File: src/rtl/jelly_bean_dispatcher.sv
// Order FIFO plus WRITE/READ sequencer driving the jelly_bean_if master signals.
// Optional build macro: JB_DISPATCH_DROP_NOFLAVOR_EN (discard NO_FLAVOR orders, count them in drop_cnt).
module jelly_bean_dispatcher #(
  parameter int DEPTH = 4,
  parameter int CNT_W = $clog2(DEPTH) + 1
) (
  input  logic             clk,
  input  logic             rst,
  input  logic             in_valid,
  output logic             in_ready,
  input  logic [2:0]       in_flavor,
  input  logic [1:0]       in_color,
  input  logic             in_sugar_free,
  input  logic             in_sour,
  output logic [1:0]       jb_command,
  output logic [2:0]       jb_flavor,
  output logic [1:0]       jb_color,
  output logic             jb_sugar_free,
  output logic             jb_sour,
  input  logic [1:0]       jb_taste,
  output logic             out_valid,
  input  logic             out_ready,
  output logic [2:0]       out_flavor,
  output logic [1:0]       out_taste,
  output logic [CNT_W-1:0] count
`ifdef JB_DISPATCH_DROP_NOFLAVOR_EN
  ,
  output logic [7:0]       drop_cnt
`endif
);

  localparam int PTR_W = $clog2(DEPTH);

  typedef enum logic [1:0] {
    CMD_NO_OP = 2'd0,
    CMD_READ  = 2'd1,
    CMD_WRITE = 2'd2
  } cmd_e;

  typedef enum logic [1:0] {ST_IDLE, ST_WRITE, ST_READ, ST_RESP} state_e;

  typedef struct packed {
    logic [2:0] flavor;
    logic [1:0] color;
    logic       sugar_free;
    logic       sour;
  } order_t;

  order_t           mem [DEPTH];
  logic [PTR_W-1:0] wr_ptr;
  logic [PTR_W-1:0] rd_ptr;
  logic             accept;
  logic             push;
  logic             pop;
  order_t           in_order;

  state_e     state_q, state_d;
  cmd_e       cmd_q, cmd_d;
  order_t     bus_q, bus_d;
  logic       out_valid_d;
  logic [2:0] out_flavor_d;
  logic [1:0] out_taste_d;

  assign in_ready = (count != CNT_W'(DEPTH));
  assign accept   = in_valid && in_ready;
  assign in_order = {in_flavor, in_color, in_sugar_free, in_sour};

`ifdef JB_DISPATCH_DROP_NOFLAVOR_EN
  assign push = accept && (in_flavor != 3'd0);
`else
  assign push = accept;
`endif

  // NOTE: the queue storage is not reset; a slot is only ever read after it has been written.
  always_ff @(posedge clk) begin
    if (push) mem[wr_ptr] <= in_order;
  end

  // NOTE: every clocked process uses non-blocking assignments so all registers update from pre-edge values.
  always_ff @(posedge clk or posedge rst) begin
    if (rst) begin
      wr_ptr <= '0;
      rd_ptr <= '0;
      count  <= '0;
    end else begin
      if (push) wr_ptr <= wr_ptr + PTR_W'(1);
      if (pop)  rd_ptr <= rd_ptr + PTR_W'(1);
      case ({push, pop})
        2'b10:   count <= count + CNT_W'(1);
        2'b01:   count <= count - CNT_W'(1);
        default: count <= count;
      endcase
    end
  end

  // Next-state and next-output logic; the bus is driven straight from registers.
  // NOTE: every signal gets a default before the case so no path can leave it unassigned (no latches).
  always_comb begin
    state_d      = state_q;
    cmd_d        = CMD_NO_OP;
    bus_d        = '0;
    out_valid_d  = out_valid;
    out_flavor_d = out_flavor;
    out_taste_d  = out_taste;
    pop          = 1'b0;
    case (state_q)
      ST_IDLE: begin
        if (count != '0) begin
          pop     = 1'b1;
          bus_d   = mem[rd_ptr];
          cmd_d   = CMD_WRITE;
          state_d = ST_WRITE;
        end
      end
      ST_WRITE: begin
        bus_d   = bus_q;
        cmd_d   = CMD_READ;
        state_d = ST_READ;
      end
      ST_READ: begin
        // The taster's answer for this order is valid during the READ cycle.
        out_valid_d  = 1'b1;
        out_flavor_d = bus_q.flavor;
        out_taste_d  = jb_taste;
        state_d      = ST_RESP;
      end
      ST_RESP: begin
        if (out_ready) begin
          out_valid_d = 1'b0;
          state_d     = ST_IDLE;
        end
      end
      default: state_d = ST_IDLE;
    endcase
  end

  always_ff @(posedge clk or posedge rst) begin
    if (rst) begin
      state_q    <= ST_IDLE;
      cmd_q      <= CMD_NO_OP;
      bus_q      <= '0;
      out_valid  <= 1'b0;
      out_flavor <= '0;
      out_taste  <= '0;
    end else begin
      state_q    <= state_d;
      cmd_q      <= cmd_d;
      bus_q      <= bus_d;
      out_valid  <= out_valid_d;
      out_flavor <= out_flavor_d;
      out_taste  <= out_taste_d;
    end
  end

  assign jb_command    = cmd_q;
  assign jb_flavor     = bus_q.flavor;
  assign jb_color      = bus_q.color;
  assign jb_sugar_free = bus_q.sugar_free;
  assign jb_sour       = bus_q.sour;

`ifdef JB_DISPATCH_DROP_NOFLAVOR_EN
  always_ff @(posedge clk or posedge rst) begin
    if (rst) begin
      drop_cnt <= '0;
    end else if (accept && (in_flavor == 3'd0) && (drop_cnt != 8'hFF)) begin
      drop_cnt <= drop_cnt + 8'd1;
    end
  end
`endif

endmodule

File: config.mk
export PLATFORM = sky130hd
export DESIGN_NAME = jelly_bean_dispatcher
export DESIGN_NICKNAME = d
export VERILOG_FILES = /design/src/rtl/jelly_bean_dispatcher.sv
export SDC_FILE = /design/constraint.sdc
export NUM_CORES = 1
export LEC_CHECK = 0
export CAP_MARGIN = 20
export CORE_AREA = 8 8 102 104
export DETAILED_ROUTE_END_ITERATION = 16
export DIE_AREA = 0 0 110 112
export PLACE_DENSITY = 0.54
export REMOVE_ABC_BUFFERS = 1
export SETUP_SLACK_MARGIN = 0.1
export SYNTH_ARGS = -nofsm -noshare
export SYNTH_HDL_FRONTEND = slang
export SYNTH_SLANG_ARGS = --single-unit
File: constraint.sdc
create_clock -name clk -period 4.5 [get_ports clk]
set_input_delay 0.45 -clock clk [delete_from_list [all_inputs] [get_ports clk]]
set_output_delay 0.45 -clock clk [all_outputs]
set_load 0.05 [all_outputs]
== Yosys cells after proc, flatten, opt, wreduce, memory -nomap -nowiden ==
Memories as Yosys holds them, arrays and structs flattened.
Index checks and enable logic that the tools add are counted.

* Reduce and logical (&&, ||, !) cells: 7
* Add/sub/neg operators: 4
* Mux-type cells: 14
* Equal/unequal tests: 8

{| class="wikitable"
|+ Operators with widths
! kind !! count
|-
| $pmux W7 S2 || 1
|-
| $pmux W2 S4 || 1
|-
| $mux W7 || 1
|-
| $eq A2 B2 Y1 const B || 3
|-
| $mux W2 || 3
|-
| $pmux W3 S2 || 1
|-
| $mux W1 || 5
|-
| $add A2 B1 Y2 const B || 2
|-
| $eq A2 B1 Y1 const B || 2
|-
| $ne A2 B2 Y1 const B || 2
|-
| $pmux W2 S2 || 1
|-
| $reduce_and A2 Y1 || 2
|-
| $reduce_bool A2 Y1 || 2
|-
| $add A3 B1 Y3 const B || 1
|-
| $ne A3 B3 Y1 const B || 1
|-
| $reduce_bool A3 Y1 || 1
|-
| $sub A3 B1 Y3 const B || 1
|-
| $logic_not A2 Y1 || 1
|-
| $pmux W1 S2 || 1
|-
| $logic_and A1 B1 Y1 || 1
|}

* Logic and storage cells: 46
* Flip-flop bits (word level): 24
* Input bits: 13
* Memories kept: 1
* Output and inout port bits: 19
* RAM bits: 28

{| class="wikitable"
|+ Memory list
! name !! words !! bits a word !! read ports !! clocked after Yosys merged registers in !! write ports !! line !! text
|-
| mem || 4 || 7 || 1 || 0 || 1 || 49 || <nowiki>order_t mem [DEPTH];</nowiki>
|}

== Logic depth before layout (Yosys ltp) ==
Gate-level depths: netlist of run 1.

* Depth in word-level cells: 5
* Mapped depth: 8
* Gate-level depth less buffers: 8

== Least setup slack after synthesis of run 1 ==
Ideal clock, no wire load.

* Kind: register to register
* From: reg count[2]
* To: reg count[1]
* Setup slack: 2.189 ns
* Setup time: 0.125 ns
* Data required time: 4.375 ns
* Arrival: 2.186 ns
* Clock period less this slack: 2.311 ns
* Cell stages (with the launch flop): 7
* Buffers on the path: 1
* Cell sequence: dfrtp_1 -> or3b_1 -> buf_6 -> nand2_4 -> ha_1 -> fa_1 -> mux2_2

* Elaborated cells between the ends (all ways): 9
* Classes of those cells: eq/ne (3); mux (3); reduce/logical (3)

{| class="wikitable"
|+ RTL lines
! item !! line !! text
|-
| start, declared || 25 || <nowiki>output logic [CNT_W-1:0] count</nowiki>
|-
| start signal, assigned || 89 || <nowiki>2'b10: count <= count + CNT_W'(1);</nowiki>
|-
| start signal, assigned || 90 || <nowiki>2'b01: count <= count - CNT_W'(1);</nowiki>
|-
| start signal, assigned || 91 || <nowiki>default: count <= count;</nowiki>
|-
| $ne A3 B3 Y1 (*) || 64 || <nowiki>assign in_ready = (count != CNT_W'(DEPTH));</nowiki>
|-
| net in_ready || 10 || <nowiki>output logic in_ready,</nowiki>
|-
| $logic_and A1 B1 Y1 (*) || 65 || <nowiki>assign accept = in_valid && in_ready;</nowiki>
|-
| $eq A2 B1 Y1 / $eq A2 B2 Y1 (equally long branches) || 88 || <nowiki>case ({push, pop})</nowiki>
|-
| $pmux W3 S2 / $reduce_bool A2 Y1 (equally long branches) || -- ||
|}

Mark *: on every way through the listed nets, which the timed path passes. The rest lies on a longest branch.
A chain may end at the register's enable or synchronous reset.

== Final worst setup path of run 1 ==
* From: reg count[0]
* To: out in_ready

* Longest elaborated chain between the ends: 1

{| class="wikitable"
|+ RTL lines
! item !! line
|-
| $ne A3 B3 Y1 || 64
|-
| end, declared || 10
|}

Every way passes these cells.

==> results of run 1 <==
[routing by layer]
layer | global-route usage | up-vias | wire [um] | share of wire
li1 | - | 512 | - | -
met1 | 0.07372 | 507 | 1592 | 0.43
met2 | 0.09996 | 24 | 1724 | 0.47
met3 | 0.02542 | 5 | 275 | 0.075
met4 | 0.02973 | 0 | 70 | 0.019
met5 | 0 | - | 0 | 0
[synth_stat cells (all sizes together), types with 2 or more instances]
cell	count
mux4	7
o31a	2
clkbuf	3
xor2	2
nand2	2
xnor2	4
and3	4
ha	11
nor2b	2
inv	6
buf	3
nor2	3
a22o	7
edfxtp	28
dfrtp	24
mux2	8
[logic make-up after synthesis]
group           Yosys count  share of synthesized area
mux                      16                     0.1210
xor+xnor                  6                    0.02432
fa+ha+maj                12                    0.07296
flops                    52                     0.6671
simple gates             13                    0.04169
buf+inv                  12                    0.03011
compound gates           11                    0.04285
[state kept, by name (all words and copies together) (netlist names)]
| signal | flops |
|---|---|
| out_taste | 2 |
| jb_flavor | 3 |
| count | 3 |
| rd_ptr | 2 |
| out_valid | 1 |
| wr_ptr | 2 |
| jb_color | 2 |
| jb_sugar_free | 1 |
| jb_command | 2 |
| mem | 28 |
| out_flavor | 3 |
| state_q | 2 |
| jb_sour | 1 |
[path summary, 6_finish.rpt]
kind / start / to / slack (ns) / cells after the start
setup / recovery: count[0] / in_ready / 2.00 / 2
hold / removal: out_taste[1] / out_taste[1] / 0.51 / 1
setup reg to reg: count[0] / count[1] / 2.38 / 5
hold reg to reg: out_taste[1] / out_taste[1] / 0.51 / 1
max in group asynchronous: rst / state_q[1] / 3.30 / 2
min in group asynchronous: rst / count[2] / 0.64 / 2
[cell type report]
class,instances,share of cell area
Inverter,6,0.008435
Clock inverter,3,0.01265
Timing Repair Buffer,31,0.1162
Multi-Input combinational cell,58,0.2451
Tap cell,111,0.05201
Sequential cell,52,0.5398
Clock buffer,5,0.02577
[power breakdown]
part	switching, uW	internal, uW
combinational	459	364
sequential	119	652
clock	167	117
[worst register-to-register path, delay by kind of cell (launching register included)]
family | cells | cell delay, ns
fa+ha+maj | 2 | 0.62
flops | 1 | 0.48
mux | 1 | 0.26
simple gates | 2 | 0.65
[through the flow]
step	area [um2]	power, uW	setup slack [ns]	hold WS (ns)	utilization
2_1_floorplan	2118	1365	1.971	0.4646	-
5_1_grt	2670	2005	1.900	0.5321	0.3004
3_5_place_dp	2567	1628	2.294	0.4958	0.2888
6_report	2670	1879	1.998	0.5127	0.3004
3_3_place_gp	2567	1618	2.312	0.4924	0.2888
4_1_cts	2670	1913	1.971	0.5195	0.3004
==> report_table.html, run 1 <==
<table>
<tr><th>Metric</th><th>Value</th></tr>
<tr><th colspan="2">Status</th></tr>
<tr><td>Status</td><td>completed</td></tr>
<tr><th colspan="2">Floorplanning</th></tr>
<tr><td>Chip Width</td><td>about 110 um</td></tr>
<tr><td>Area of the core region</td><td>0.008890 mm2</td></tr>
<tr><td>Die Area</td><td>roughly 0.012 mm2</td></tr>
<tr><td>Initial standard-cell utilization of the core</td><td>0.2431</td></tr>
<tr><td>Row count</td><td>35</td></tr>
<tr><td>Y dimension of the die</td><td>112 um</td></tr>
<tr><td>Ports</td><td>32</td></tr>
<tr><th colspan="2">Clocking</th></tr>
<tr><td># resized after CTS</td><td>0</td></tr>
<tr><td>Clk_lat worst skew</td><td>approximately 0.31 ns</td></tr>
<tr><td>CTS tree</td><td>built</td></tr>
<tr><td>Root buffer cell</td><td>sky130_fd_sc_hd__clkbuf_8</td></tr>
<tr><td>Number of buffers created by CTS</td><td>5</td></tr>
<tr><td>Total number of clock tree sinks</td><td>52</td></tr>
<tr><td>Clock tree buffer depth</td><td>2</td></tr>
<tr><td>Hold bufs inserted after CTS</td><td>0</td></tr>
<tr><td>H-tree depth</td><td>2</td></tr>
<tr><td>Clock slew at the register clock pins of the worst setup and hold paths</td><td>about 0.10 ns</td></tr>
<tr><td>Buffers inserted by post-CTS timing repair</td><td>0</td></tr>
<tr><th colspan="2">Critical path</th></tr>
<tr><td>CP delay by family, top</td><td>buffers and inverters</td></tr>
<tr><td>Worst path arrival time</td><td>2.05 ns</td></tr>
<tr><td>Total buffers and inverters traversed by the critical path</td><td>1</td></tr>
<tr><td>Endpoint required time on the critical path</td><td>approximately 4.1 ns</td></tr>
<tr><td>Critical Path Sink Type</td><td>primary output</td></tr>
<tr><td>Classification of the worst setup path</td><td>reg2out</td></tr>
<tr><td>Slowest cell on the critical path</td><td>sky130_fd_sc_hd__clkdlybuf4s50_1</td></tr>
<tr><td>Highest fanout seen on the critical path</td><td>7</td></tr>
<tr><td>Sequence of cells on the critical path</td><td>or3b_1 &gt; clkdlybuf4s50_1</td></tr>
<tr><td>Slowest stage delay, CP</td><td>0.75 ns</td></tr>
<tr><td>Startpoint class of the critical path</td><td>flop</td></tr>
<tr><th colspan="2">Final layout</th></tr>
<tr><td>Area of the multi-input gates</td><td>approximately 650 um2</td></tr>
<tr><td>Number of fill cells</td><td>883</td></tr>
<tr><td>Area growth, synth to finish</td><td>23.57%</td></tr>
<tr><td>Layout Cells excl Fill</td><td>around 270</td></tr>
<tr><td>Antenna diodes</td><td>0</td></tr>
<tr><td>Share of final-layout standard cells stronger than drive strength 1</td><td>0.2000</td></tr>
<tr><td>Area of all sequential standard cells</td><td>roughly 0.0014 mm2</td></tr>
<tr><td>Layout net count</td><td>179</td></tr>
<tr><td>Most frequent cells in the layout</td><td>sky130_fd_sc_hd__clkdlybuf4s50_1 (31), sky130_fd_sc_hd__edfxtp_1 (28), sky130_fd_sc_hd__dfrtp_1 (24)</td></tr>
<tr><td>Most common library cell in the layout ignoring fill and taps</td><td>sky130_fd_sc_hd__clkdlybuf4s50_1</td></tr>
<tr><th colspan="2">Yosys</th></tr>
<tr><td>Ys async rst share</td><td>0.4615</td></tr>
<tr><td>Top cell type's share of synthesized area</td><td>0.3891</td></tr>
<tr><td>Yosys warns</td><td>0</td></tr>
<tr><td>Flip-flop cell with the highest count after synthesis</td><td>sky130_fd_sc_hd__edfxtp_1</td></tr>
<tr><td>Cells taking the most area after synthesis</td><td>sky130_fd_sc_hd__edfxtp_1 (39%), sky130_fd_sc_hd__dfrtp_1 (28%), sky130_fd_sc_hd__mux4_2 (7.3%), sky130_fd_sc_hd__ha_1 (6.4%), sky130_fd_sc_hd__mux2_2 (3.6%)</td></tr>
<tr><td>Post-synthesis cell type with the largest combined area</td><td>sky130_fd_sc_hd__edfxtp_1</td></tr>
<tr><td>Count of state elements after synthesis</td><td>52</td></tr>
<tr><td>Sequential fraction of the synthesis area</td><td>0.6671</td></tr>
<tr><td>Number of instances in the synthesized netlist</td><td>122</td></tr>
<tr><td>Number of distinct library cells after synthesis</td><td>27</td></tr>
<tr><td>Summed instance area of the synthesized netlist</td><td>0.002161 mm2</td></tr>
<tr><td>Synth Area per Inst</td><td>17.71 um2</td></tr>
<tr><td>Number of enable flip-flop cells after synthesis</td><td>28</td></tr>
<tr><th colspan="2">Route</th></tr>
<tr><td>Post-detailed-route via-to-cell ratio</td><td>3.940</td></tr>
<tr><td>Total routed wirelength</td><td>3662 um</td></tr>
<tr><td>Number of vias in the routed layout</td><td>1048</td></tr>
<tr><td>Count of routing violations after the opening detailed-route iteration</td><td>23</td></tr>
<tr><td>Number of detailed-routing iterations run before antenna repair</td><td>4</td></tr>
<tr><td>Residual antenna-violating net count after detailed routing</td><td>0</td></tr>
<tr><td>DRC errors left</td><td>0</td></tr>
<tr><td>Routed len/inst</td><td>~14 um</td></tr>
<tr><th colspan="2">Place</th></tr>
<tr><td>Input/output buffers</td><td>31</td></tr>
<tr><td>Final GP Congestion</td><td>0.6432</td></tr>
<tr><td>Number of placed instances, taps included</td><td>between 200 and 300</td></tr>
<tr><td>Post-detail-place hpwl</td><td>2725 um</td></tr>
<tr><th colspan="2">STA</th></tr>
<tr><td>Transition time of the tightest slew-check pin</td><td>0.9133 ns</td></tr>
<tr><td>Hold violation count in the final report</td><td>0</td></tr>
<tr><td>Maximum frequency from static timing analysis</td><td>0.3997 GHz</td></tr>
<tr><td>Ratio of final minimum period to clock period</td><td>0.5560</td></tr>
<tr><td>Worst rel slew slack</td><td>0.3905</td></tr>
<tr><td>Final sum of negative setup slack</td><td>0 ns</td></tr>
<tr><td>Clock skew after layout</td><td>0.008377 ns</td></tr>
<tr><td>Setup repair after global routing missed its margin</td><td>no</td></tr>
<tr><td>Final setup violation count</td><td>0</td></tr>
<tr><td>Min Tclk post-route</td><td>about 2.5 ns</td></tr>
<tr><td>Max Slew Vio Count</td><td>0</td></tr>
<tr><th colspan="2">Hold path</th></tr>
<tr><td>Path category of the worst min-delay check</td><td>reg2reg</td></tr>
<tr><th colspan="2">GRT</th></tr>
<tr><td>Gr ovfl total</td><td>0</td></tr>
<tr><td>Number of global-route vias before repair</td><td>roughly 1200</td></tr>
<tr><td>Maximum number of pins on one net before global-route repair</td><td>25</td></tr>
<tr><td>Global-route wire length before repair</td><td>~6100 um</td></tr>
<tr><td>Antenna violations before repair</td><td>0</td></tr>
<tr><td>Aggregate global-route resource usage</td><td>0.06379</td></tr>
<tr><th colspan="2">Power and ir drop</th></tr>
<tr><td>Total power per unit cell area</td><td>between 700 and 800 mW/mm2</td></tr>
<tr><td>Peak supply drop</td><td>0.1706 mV</td></tr>
<tr><td>LEAKAGE</td><td>about 0.0010 uW</td></tr>
<tr><th colspan="2">Run</th></tr>
<tr><td>Number of max-cap violations</td><td>0</td></tr>
</table>
Note: power is estimated with default switching activity, not from simulation.
==> run 2, diff against run 1 <==
==> constraint.sdc (replaced) <==
create_clock -name clk -period 2.6 [get_ports clk]
set_input_delay 0.26 -clock clk [delete_from_list [all_inputs] [get_ports clk]]
set_output_delay 0.26 -clock clk [all_outputs]
set_load 0.05 [all_outputs]
==> run 2 against run 1 <==
Total power is 73% higher. Via count is 2.2% higher. Register-to-register slack worse by 1.9 ns. Utilization hardly changed. Clock power is 71% higher. Sequential share of layout area is 0.050 points lower. Sequential power is 73% higher. Critical endpoint unchanged.
==> report_table.html, run 2 (synthesized netlist as in run 1, its figures left out) <==
<table>
<tr><th>Metric</th><th>Value</th></tr>
<tr><th colspan="2">Run</th></tr>
<tr><td>Number of max-cap violations</td><td>0 (unchanged)</td></tr>
<tr><th colspan="2">Final layout</th></tr>
<tr><td>Flip-flop count of the largest register after layout</td><td>28 (unchanged)</td></tr>
<tr><td>Share of final-layout standard cells stronger than drive strength 1</td><td>0.2051 (+0.005128)</td></tr>
<tr><td>Area of all sequential standard cells</td><td>0.001441 mm2 (unchanged)</td></tr>
<tr><td>Most common library cell in the layout ignoring fill and taps</td><td>sky130_fd_sc_hd__clkdlybuf4s50_1</td></tr>
<tr><td>Most frequent cells in the layout</td><td>sky130_fd_sc_hd__clkdlybuf4s50_1 (31), sky130_fd_sc_hd__edfxtp_1 (28), sky130_fd_sc_hd__dfrtp_1 (24)</td></tr>
<tr><td>Antenna diodes</td><td>0 (unchanged)</td></tr>
<tr><td>Register with the highest flop count</td><td>mem</td></tr>
<tr><td>Layout net count</td><td>180 (+0.56%)</td></tr>
<tr><td>Layout Cells excl Fill</td><td>267 (+0.38%)</td></tr>
<tr><td>Post-layout utilization of the core</td><td>0.3006 (about the same)</td></tr>
<tr><td>Number of fill cells</td><td>876 (-0.79%)</td></tr>
<tr><td>Area growth, synth to finish</td><td>23.68% (about the same)</td></tr>
<tr><td>Area of the multi-input gates</td><td>654.4 um2 (unchanged)</td></tr>
<tr><th colspan="2">Clocking</th></tr>
<tr><td>Clk_lat worst skew</td><td>0.31 ns (about the same)</td></tr>
<tr><td>Total number of clock tree sinks</td><td>52 (unchanged)</td></tr>
<tr><td>Clock tree buffer depth</td><td>2 (unchanged)</td></tr>
<tr><td>Hold bufs inserted after CTS</td><td>0 (unchanged)</td></tr>
<tr><td># resized after CTS</td><td>0 (unchanged)</td></tr>
<tr><td>Number of buffers created by CTS</td><td>5 (unchanged)</td></tr>
<tr><td>CTS tree</td><td>built</td></tr>
<tr><td>Buffers inserted by post-CTS timing repair</td><td>0 (unchanged)</td></tr>
<tr><td>H-tree depth</td><td>2 (unchanged)</td></tr>
<tr><td>Clock slew at the register clock pins of the worst setup and hold paths</td><td>0.10 ns (about the same)</td></tr>
<tr><td>Root buffer cell</td><td>sky130_fd_sc_hd__clkbuf_8</td></tr>
<tr><th colspan="2">GRT</th></tr>
<tr><td>Global-route wire length before repair</td><td>5913 um (-2.6%)</td></tr>
<tr><td>Aggregate global-route resource usage</td><td>0.06300 (-0.0007956)</td></tr>
<tr><td>Number of global-route vias before repair</td><td>1132 (-3.4%)</td></tr>
<tr><td>Maximum number of pins on one net before global-route repair</td><td>25 (unchanged)</td></tr>
<tr><td>Gr ovfl total</td><td>0 (unchanged)</td></tr>
<tr><td>Antenna violations before repair</td><td>0 (unchanged)</td></tr>
<tr><th colspan="2">Floorplanning</th></tr>
<tr><td>Ports</td><td>32 (unchanged)</td></tr>
<tr><td>Initial standard-cell utilization of the core</td><td>0.2431 (unchanged)</td></tr>
<tr><td>Area of the core region</td><td>0.008890 mm2 (unchanged)</td></tr>
<tr><td>Die Area</td><td>0.01232 mm2 (unchanged)</td></tr>
<tr><td>Row count</td><td>35 (unchanged)</td></tr>
<tr><td>Chip Width</td><td>110 um (unchanged)</td></tr>
<tr><td>Y dimension of the die</td><td>112 um (unchanged)</td></tr>
<tr><th colspan="2">Hold path</th></tr>
<tr><td>Path category of the worst min-delay check</td><td>in2async</td></tr>
<tr><th colspan="2">Place</th></tr>
<tr><td>Number of placed instances, taps included</td><td>259 (+0.39%)</td></tr>
<tr><td>Input/output buffers</td><td>31 (unchanged)</td></tr>
<tr><td>Final GP Congestion</td><td>0.6378 (-0.84%)</td></tr>
<tr><td>Post-detail-place hpwl</td><td>2687 um (-1.4%)</td></tr>
<tr><th colspan="2">Critical path</th></tr>
<tr><td>Endpoint required time on the critical path</td><td>2.34 ns (-1.71 ns)</td></tr>
<tr><td>Worst Reg2Reg Path Length in Cells</td><td>5 (unchanged)</td></tr>
<tr><td>Classification of the worst setup path</td><td>reg2out</td></tr>
<tr><td>Reg-to-reg critical path endpoint</td><td>count[1]</td></tr>
<tr><td>Worst path arrival time</td><td>2.06 ns (about the same)</td></tr>
<tr><td>Startpoint class of the critical path</td><td>flop</td></tr>
<tr><td>Start of the worst register-to-register path</td><td>count[1]</td></tr>
<tr><td>Worst setup slack for register-to-register paths</td><td>0.47 ns (-1.91 ns)</td></tr>
<tr><td>Critical Path Sink Type</td><td>primary output</td></tr>
<tr><td>Highest fanout seen on the critical path</td><td>7 (unchanged)</td></tr>
<tr><th colspan="2">Power and ir drop</th></tr>
<tr><td>Peak supply drop</td><td>0.3434 mV (+100%)</td></tr>
<tr><td>Total power per unit cell area</td><td>1214 mW/mm2 (+73%)</td></tr>
<tr><td>LEAKAGE</td><td>0.001046 uW (+0.38%)</td></tr>
<tr><th colspan="2">STA</th></tr>
<tr><td>Final sum of negative setup slack</td><td>0 ns (unchanged)</td></tr>
<tr><td>Ratio of final minimum period to clock period</td><td>0.8920</td></tr>
<tr><td>Final setup violation count</td><td>0 (unchanged)</td></tr>
<tr><td>Transition time of the tightest slew-check pin</td><td>0.5247 ns (-0.3885 ns)</td></tr>
<tr><td>Clock skew after layout</td><td>0.01062 ns (+0.002239 ns)</td></tr>
<tr><td>Hold violation count in the final report</td><td>0 (unchanged)</td></tr>
<tr><td>Setup repair after global routing missed its margin</td><td>no</td></tr>
<tr><td>Maximum frequency from static timing analysis</td><td>0.4312 GHz</td></tr>
<tr><td>Min Tclk post-route</td><td>2.319 ns</td></tr>
<tr><td>Max Slew Vio Count</td><td>0 (unchanged)</td></tr>
<tr><td>Worst rel slew slack</td><td>0.6491 (+0.2586)</td></tr>
<tr><td>Hold Worst Slack</td><td>0.2963 ns (-0.2165 ns)</td></tr>
<tr><th colspan="2">Route</th></tr>
<tr><td>Number of vias in the routed layout</td><td>1071 (+2.2%)</td></tr>
<tr><td>Total routed wirelength</td><td>3627 um (-0.96%)</td></tr>
<tr><td>Routed len/inst</td><td>13.58 um (-1.3%)</td></tr>
<tr><td>DRC errors left</td><td>0 (unchanged)</td></tr>
<tr><td>Residual antenna-violating net count after detailed routing</td><td>0 (unchanged)</td></tr>
<tr><td>Number of detailed-routing iterations run before antenna repair</td><td>4 (unchanged)</td></tr>
<tr><td>Post-detailed-route via-to-cell ratio</td><td>4.011 (+1.8%)</td></tr>
<tr><td>Count of routing violations after the opening detailed-route iteration</td><td>40 (+74%)</td></tr>
<tr><th colspan="2">Status</th></tr>
<tr><td>Status</td><td>completed</td></tr>
</table>
## run 2: changes by cell type in the layout (fill, tap and decap cells not counted), sizes merged
cell / before / now
inv: 7 / 8
clkinv: 2 / 1
buf: 0 / 1
## run 2: per-stage QoR
stage	power [uW]	setup WS, ns	cell area [um2]
global placement	2805	0.5470	2575
floorplan	2362	0.07124	2118
finish	3246	0.2807	2673
detailed placement	2820	0.4766	2575
global route	3458	0.1850	2673
CTS	3314	0.2450	2673
## run 2: critical path, stage by stage, from the launching register on
cell	delay, ns
sky130_fd_sc_hd__dfrtp_1	0.46
sky130_fd_sc_hd__or3b_1	0.52
sky130_fd_sc_hd__clkdlybuf4s50_1	0.76
## run 2: metal layers
layer,track usage,share of wire,vias up
met5,0,0,-
met4,0.02703,0.019,0
met3,0.02369,0.070,5
met2,0.09996,0.48,23
met1,0.07350,0.43,531
li1,-,-,512
## run 2: where the power goes
| part | switching [uW] | leakage (uW) | total (uW) | internal [uW] |
|---|---|---|---|---|
| Sequential | 201 | 0.000556 | 1330 | 1130 |
| Combinational | 799 | 0.000439 | 1430 | 631 |
| Clock | 284 | 0.0000506 | 485 | 202 |
| Total | 1280 | 0.00105 | 3250 | 1960 |
## run 2: how the worst max path moves through the flow
stage / depth (start not counted) / from / endpoint / slack, ns
5_1_grt: 2 / count[0] / in_ready / 0.19
6_report: 2 / count[1] / in_ready / 0.28
4_1_cts: 2 / count[0] / in_ready / 0.24
2_1_floorplan: 5 / count[2] / count[1] / 0.07
3_5_place_dp: 5 / count[0] / count[1] / 0.48
3_3_place_gp: 5 / count[0] / count[1] / 0.55
## run 2: final cells by class
type,count,area share
Clock buffer,5,0.02575
Inverter,6,0.008427
Tap cell,111,0.05197
Timing Repair Buffer,32,0.1189
Clock inverter,3,0.01077
Sequential cell,52,0.5393
Multi-Input combinational cell,58,0.2449
==> run 3, diff against run 2 <==
--- a/config.mk
+++ b/config.mk
@@ -11,7 +11,7 @@
 export DIE_AREA = 0 0 110 112
 export PLACE_DENSITY = 0.54
 export REMOVE_ABC_BUFFERS = 1
-export SETUP_SLACK_MARGIN = 0.1
+export SETUP_SLACK_MARGIN = 0.15
 export SYNTH_ARGS = -nofsm -noshare
 export SYNTH_HDL_FRONTEND = slang
 export SYNTH_SLANG_ARGS = --single-unit
==> constraint.sdc (replaced) <==
create_clock -name clk -period 2.5 [get_ports clk]
set_input_delay 0.25 -clock clk [delete_from_list [all_inputs] [get_ports clk]]
set_output_delay 0.25 -clock clk [all_outputs]
set_load 0.05 [all_outputs]
==> run 3 against run 2 <==
Combinational power rose by 6%. Critical path depth rose by 3. Clock power rose by 7.6%. Via count rose by 1.6%. Utilization rose by 0.11 points. Sequential share of layout area fell by 0.20 points. Register-to-register slack got worse by 0.05 ns. Total power rose by 5.0%. Non-clock buffer count rose by 1. Largest cell class unchanged. Clock-buffer cell count did not move. First-iteration DRC count rose by 50%.
==> report_table.html, run 3 (synthesized netlist as in run 1, its figures left out) <==
<table>
<tr><th>Metric</th><th>Value</th></tr>
<tr><th colspan="2">Critical path</th></tr>
<tr><td>Sequence of cells on the critical path</td><td>or3b_1 &gt; nand2_4 &gt; ha_1 &gt; fa_1 &gt; mux2_2</td></tr>
<tr><td>Origin of the worst setup path</td><td>count[1]</td></tr>
<tr><td>Slowest stage delay, CP</td><td>0.51 ns (-0.25 ns)</td></tr>
<tr><td>Critical Path Sink Type</td><td>flop</td></tr>
<tr><td>Classification of the worst setup path</td><td>reg2reg</td></tr>
<tr><td>Start of the worst register-to-register path</td><td>count[1]</td></tr>
<tr><td>Highest fanout seen on the critical path</td><td>7 (unchanged)</td></tr>
<tr><td>Worst setup slack for register-to-register paths</td><td>0.42 ns (-0.05 ns)</td></tr>
<tr><td>Startpoint class of the critical path</td><td>flop</td></tr>
<tr><td>Slowest cell on the critical path</td><td>sky130_fd_sc_hd__or3b_1</td></tr>
<tr><td>Endpoint required time on the critical path</td><td>2.71 ns (+0.37 ns)</td></tr>
<tr><td>Worst path arrival time</td><td>2.28 ns (+0.22 ns)</td></tr>
<tr><td>Reg-to-reg critical path endpoint</td><td>count[1]</td></tr>
<tr><td>Worst Reg2Reg Path Length in Cells</td><td>5 (unchanged)</td></tr>
<tr><th colspan="2">Final layout</th></tr>
<tr><td>Layout net count</td><td>181 (+0.56%)</td></tr>
<tr><td>Flip-flop count of the largest register after layout</td><td>28 (unchanged)</td></tr>
<tr><td>Most frequent cells in the layout</td><td>sky130_fd_sc_hd__clkdlybuf4s50_1 (30), sky130_fd_sc_hd__edfxtp_1 (28), sky130_fd_sc_hd__dfrtp_1 (24)</td></tr>
<tr><td>Share of final-layout standard cells stronger than drive strength 1</td><td>0.2102 (+0.005063)</td></tr>
<tr><td>Number of fill cells</td><td>904 (+3.2%)</td></tr>
<tr><td>Antenna diodes</td><td>0 (unchanged)</td></tr>
<tr><td>Post-layout utilization of the core</td><td>0.3018 (+0.001126)</td></tr>
<tr><td>Most common library cell in the layout ignoring fill and taps</td><td>sky130_fd_sc_hd__clkdlybuf4s50_1</td></tr>
<tr><td>Layout Cells excl Fill</td><td>268 (+0.37%)</td></tr>
<tr><td>Register with the highest flop count</td><td>mem</td></tr>
<tr><td>Area growth, synth to finish</td><td>24.15%</td></tr>
<tr><td>Final design instance area without fill</td><td>0.002683 mm2 (+0.37%)</td></tr>
<tr><th colspan="2">Floorplanning</th></tr>
<tr><td>Chip Width</td><td>110 um (unchanged)</td></tr>
<tr><td>Area of the core region</td><td>0.008890 mm2 (unchanged)</td></tr>
<tr><td>Initial standard-cell utilization of the core</td><td>0.2431 (unchanged)</td></tr>
<tr><td>Row count</td><td>35 (unchanged)</td></tr>
<tr><td>Ports</td><td>32 (unchanged)</td></tr>
<tr><td>Die Area</td><td>0.01232 mm2 (unchanged)</td></tr>
<tr><td>Y dimension of the die</td><td>112 um (unchanged)</td></tr>
<tr><th colspan="2">Route</th></tr>
<tr><td>Number of detailed-routing iterations run before antenna repair</td><td>3 (-1)</td></tr>
<tr><td>DRC errors left</td><td>0 (unchanged)</td></tr>
<tr><td>Top metal layer carrying routed signals</td><td>met4</td></tr>
<tr><td>Routed length on met1</td><td>1694 um (+9.3%)</td></tr>
<tr><td>Sum of met2 wire segment lengths after detailed routing</td><td>1820 um (+3.9%)</td></tr>
<tr><td>Post-detailed-route via-to-cell ratio</td><td>4.060 (+1.2%)</td></tr>
<tr><td>Total routed wirelength</td><td>3808 um (+5.0%)</td></tr>
<tr><td>Residual antenna-violating net count after detailed routing</td><td>0 (unchanged)</td></tr>
<tr><td>Count of routing violations after the opening detailed-route iteration</td><td>60 (+50%)</td></tr>
<tr><td>Routed len/inst</td><td>14.21 um (+4.6%)</td></tr>
<tr><td>Number of vias in the routed layout</td><td>1088 (+1.6%)</td></tr>
<tr><td>Met3 WL</td><td>218 um (-14%)</td></tr>
<tr><th colspan="2">Clocking</th></tr>
<tr><td>Hold bufs inserted after CTS</td><td>0 (unchanged)</td></tr>
<tr><td>Total number of clock tree sinks</td><td>52 (unchanged)</td></tr>
<tr><td>Buffers inserted by post-CTS timing repair</td><td>0 (unchanged)</td></tr>
<tr><td>H-tree depth</td><td>2 (unchanged)</td></tr>
<tr><td>Clock slew at the register clock pins of the worst setup and hold paths</td><td>0.10 ns (about the same)</td></tr>
<tr><td>Root buffer cell</td><td>sky130_fd_sc_hd__clkbuf_8</td></tr>
<tr><td>CTS tree</td><td>built</td></tr>
<tr><td>Clk_lat worst skew</td><td>0.31 ns (about the same)</td></tr>
<tr><td># resized after CTS</td><td>0 (unchanged)</td></tr>
<tr><td>Clock tree buffer depth</td><td>2 (unchanged)</td></tr>
<tr><td>Number of buffers created by CTS</td><td>5 (unchanged)</td></tr>
<tr><th colspan="2">STA</th></tr>
<tr><td>Final sum of negative setup slack</td><td>0 ns (unchanged)</td></tr>
<tr><td>Transition time of the tightest slew-check pin</td><td>0.5332 ns (+0.008519 ns)</td></tr>
<tr><td>Clock skew after layout</td><td>0.01072 ns (+0.0001071 ns)</td></tr>
<tr><td>Worst rel slew slack</td><td>0.6439 (-0.005164)</td></tr>
<tr><td>Hold violation count in the final report</td><td>0 (unchanged)</td></tr>
<tr><td>Ratio of final minimum period to clock period</td><td>0.8308</td></tr>
<tr><td>Maximum frequency from static timing analysis</td><td>0.4815 GHz</td></tr>
<tr><td>Max Slew Vio Count</td><td>0 (unchanged)</td></tr>
<tr><td>Final setup violation count</td><td>0 (unchanged)</td></tr>
<tr><td>Min Tclk post-route</td><td>slightly above 2 ns</td></tr>
<tr><td>Setup repair after global routing missed its margin</td><td>no</td></tr>
<tr><th colspan="2">GRT</th></tr>
<tr><td>Aggregate global-route resource usage</td><td>0.06689 (+0.003890)</td></tr>
<tr><td>Antenna violations before repair</td><td>0 (unchanged)</td></tr>
<tr><td>Global-route wire length before repair</td><td>6230 um (+5.4%)</td></tr>
<tr><td>Gr ovfl total</td><td>0 (unchanged)</td></tr>
<tr><td>Maximum number of pins on one net before global-route repair</td><td>25 (unchanged)</td></tr>
<tr><td>Number of global-route vias before repair</td><td>1127 (-0.44%)</td></tr>
<tr><th colspan="2">Place</th></tr>
<tr><td>Input/output buffers</td><td>31 (unchanged)</td></tr>
<tr><td>Final GP Congestion</td><td>0.6830 (+7.1%)</td></tr>
<tr><td>Number of placed instances, taps included</td><td>260 (+0.39%)</td></tr>
<tr><td>Cell area reported after detailed placement</td><td>0.002582 mm2 (+0.29%)</td></tr>
<tr><td>Post-detail-place hpwl</td><td>2753 um (+2.5%)</td></tr>
<tr><th colspan="2">Power and ir drop</th></tr>
<tr><td>Peak supply drop</td><td>0.3085 mV (-10%)</td></tr>
<tr><td>Total design power</td><td>3409 uW (+5.0%)</td></tr>
<tr><td>LEAKAGE</td><td>0.001053 uW (+0.68%)</td></tr>
<tr><td>Total power per unit cell area</td><td>1271 mW/mm2 (+4.6%)</td></tr>
<tr><th colspan="2">Run</th></tr>
<tr><td>Number of max-cap violations</td><td>0 (unchanged)</td></tr>
<tr><th colspan="2">Hold path</th></tr>
<tr><td>Path category of the worst min-delay check</td><td>in2async</td></tr>
<tr><th colspan="2">Status</th></tr>
<tr><td>Status</td><td>completed</td></tr>
</table>
-- run 3: cell types whose count changed in the layout (fill, tap and decap cells not counted), sizes merged --
| cell | change |
|---|---|
| inv | +1 |
| clkdlybuf4s50 | -1 |
| clkinv | -1 |
| buf | +1 |
| dlymetal6s2s | +1 |
-- run 3: critical path, delay by kind of cell (launching register included) --
| kind | cells | cell delay [ns] |
|---|---|---|
| and+or+nand+nor | 2 | 0.64 |
| muxes | 1 | 0.26 |
| DFF | 1 | 0.46 |
| adders and majority gates | 2 | 0.62 |
-- run 3: worst max-delay path by stage --
stage                     endpoint  slack, ns  cells after the start
after floorplan           count[1]      -0.03                      5
after global placement    count[1]       0.45                      5
after detailed placement  count[1]       0.42                      5
after CTS                 in_ready       0.17                      2
after global routing      count[1]       0.34                      5
final                     count[1]       0.42                      5
-- run 3: through the flow --
step	setup WS [ns]	hold WS, ns
floorplan	-0.02876	0.2646
global placement	0.4454	0.4885
detailed placement	0.4205	0.4947
CTS	0.1726	0.2923
global route	0.3364	0.3103
finish	0.4230	0.2848
-- run 3: cell type report --
type,instances,area [um2],share of cell area
well taps,111,138.9,0.05177
clock buffers,5,68.82,0.02565
clock inverters,3,28.78,0.01073
inverters,6,22.52,0.008396
repair buffers,33,327.8,0.1222
flip-flops and latches,52,1441,0.5373
multi-input cells,58,654.4,0.2439
-- run 3: metal layers --
metal,vias up,track usage
met1,544,0.07901
met2,25,0.1056
li1,514,-
met3,5,0.02195
met5,-,0
met4,0,0.03243
-- run 3: power by group --
group	switching (uW)	internal (uW)
clock	310	212
sequential	206	1170
combinational	843	664
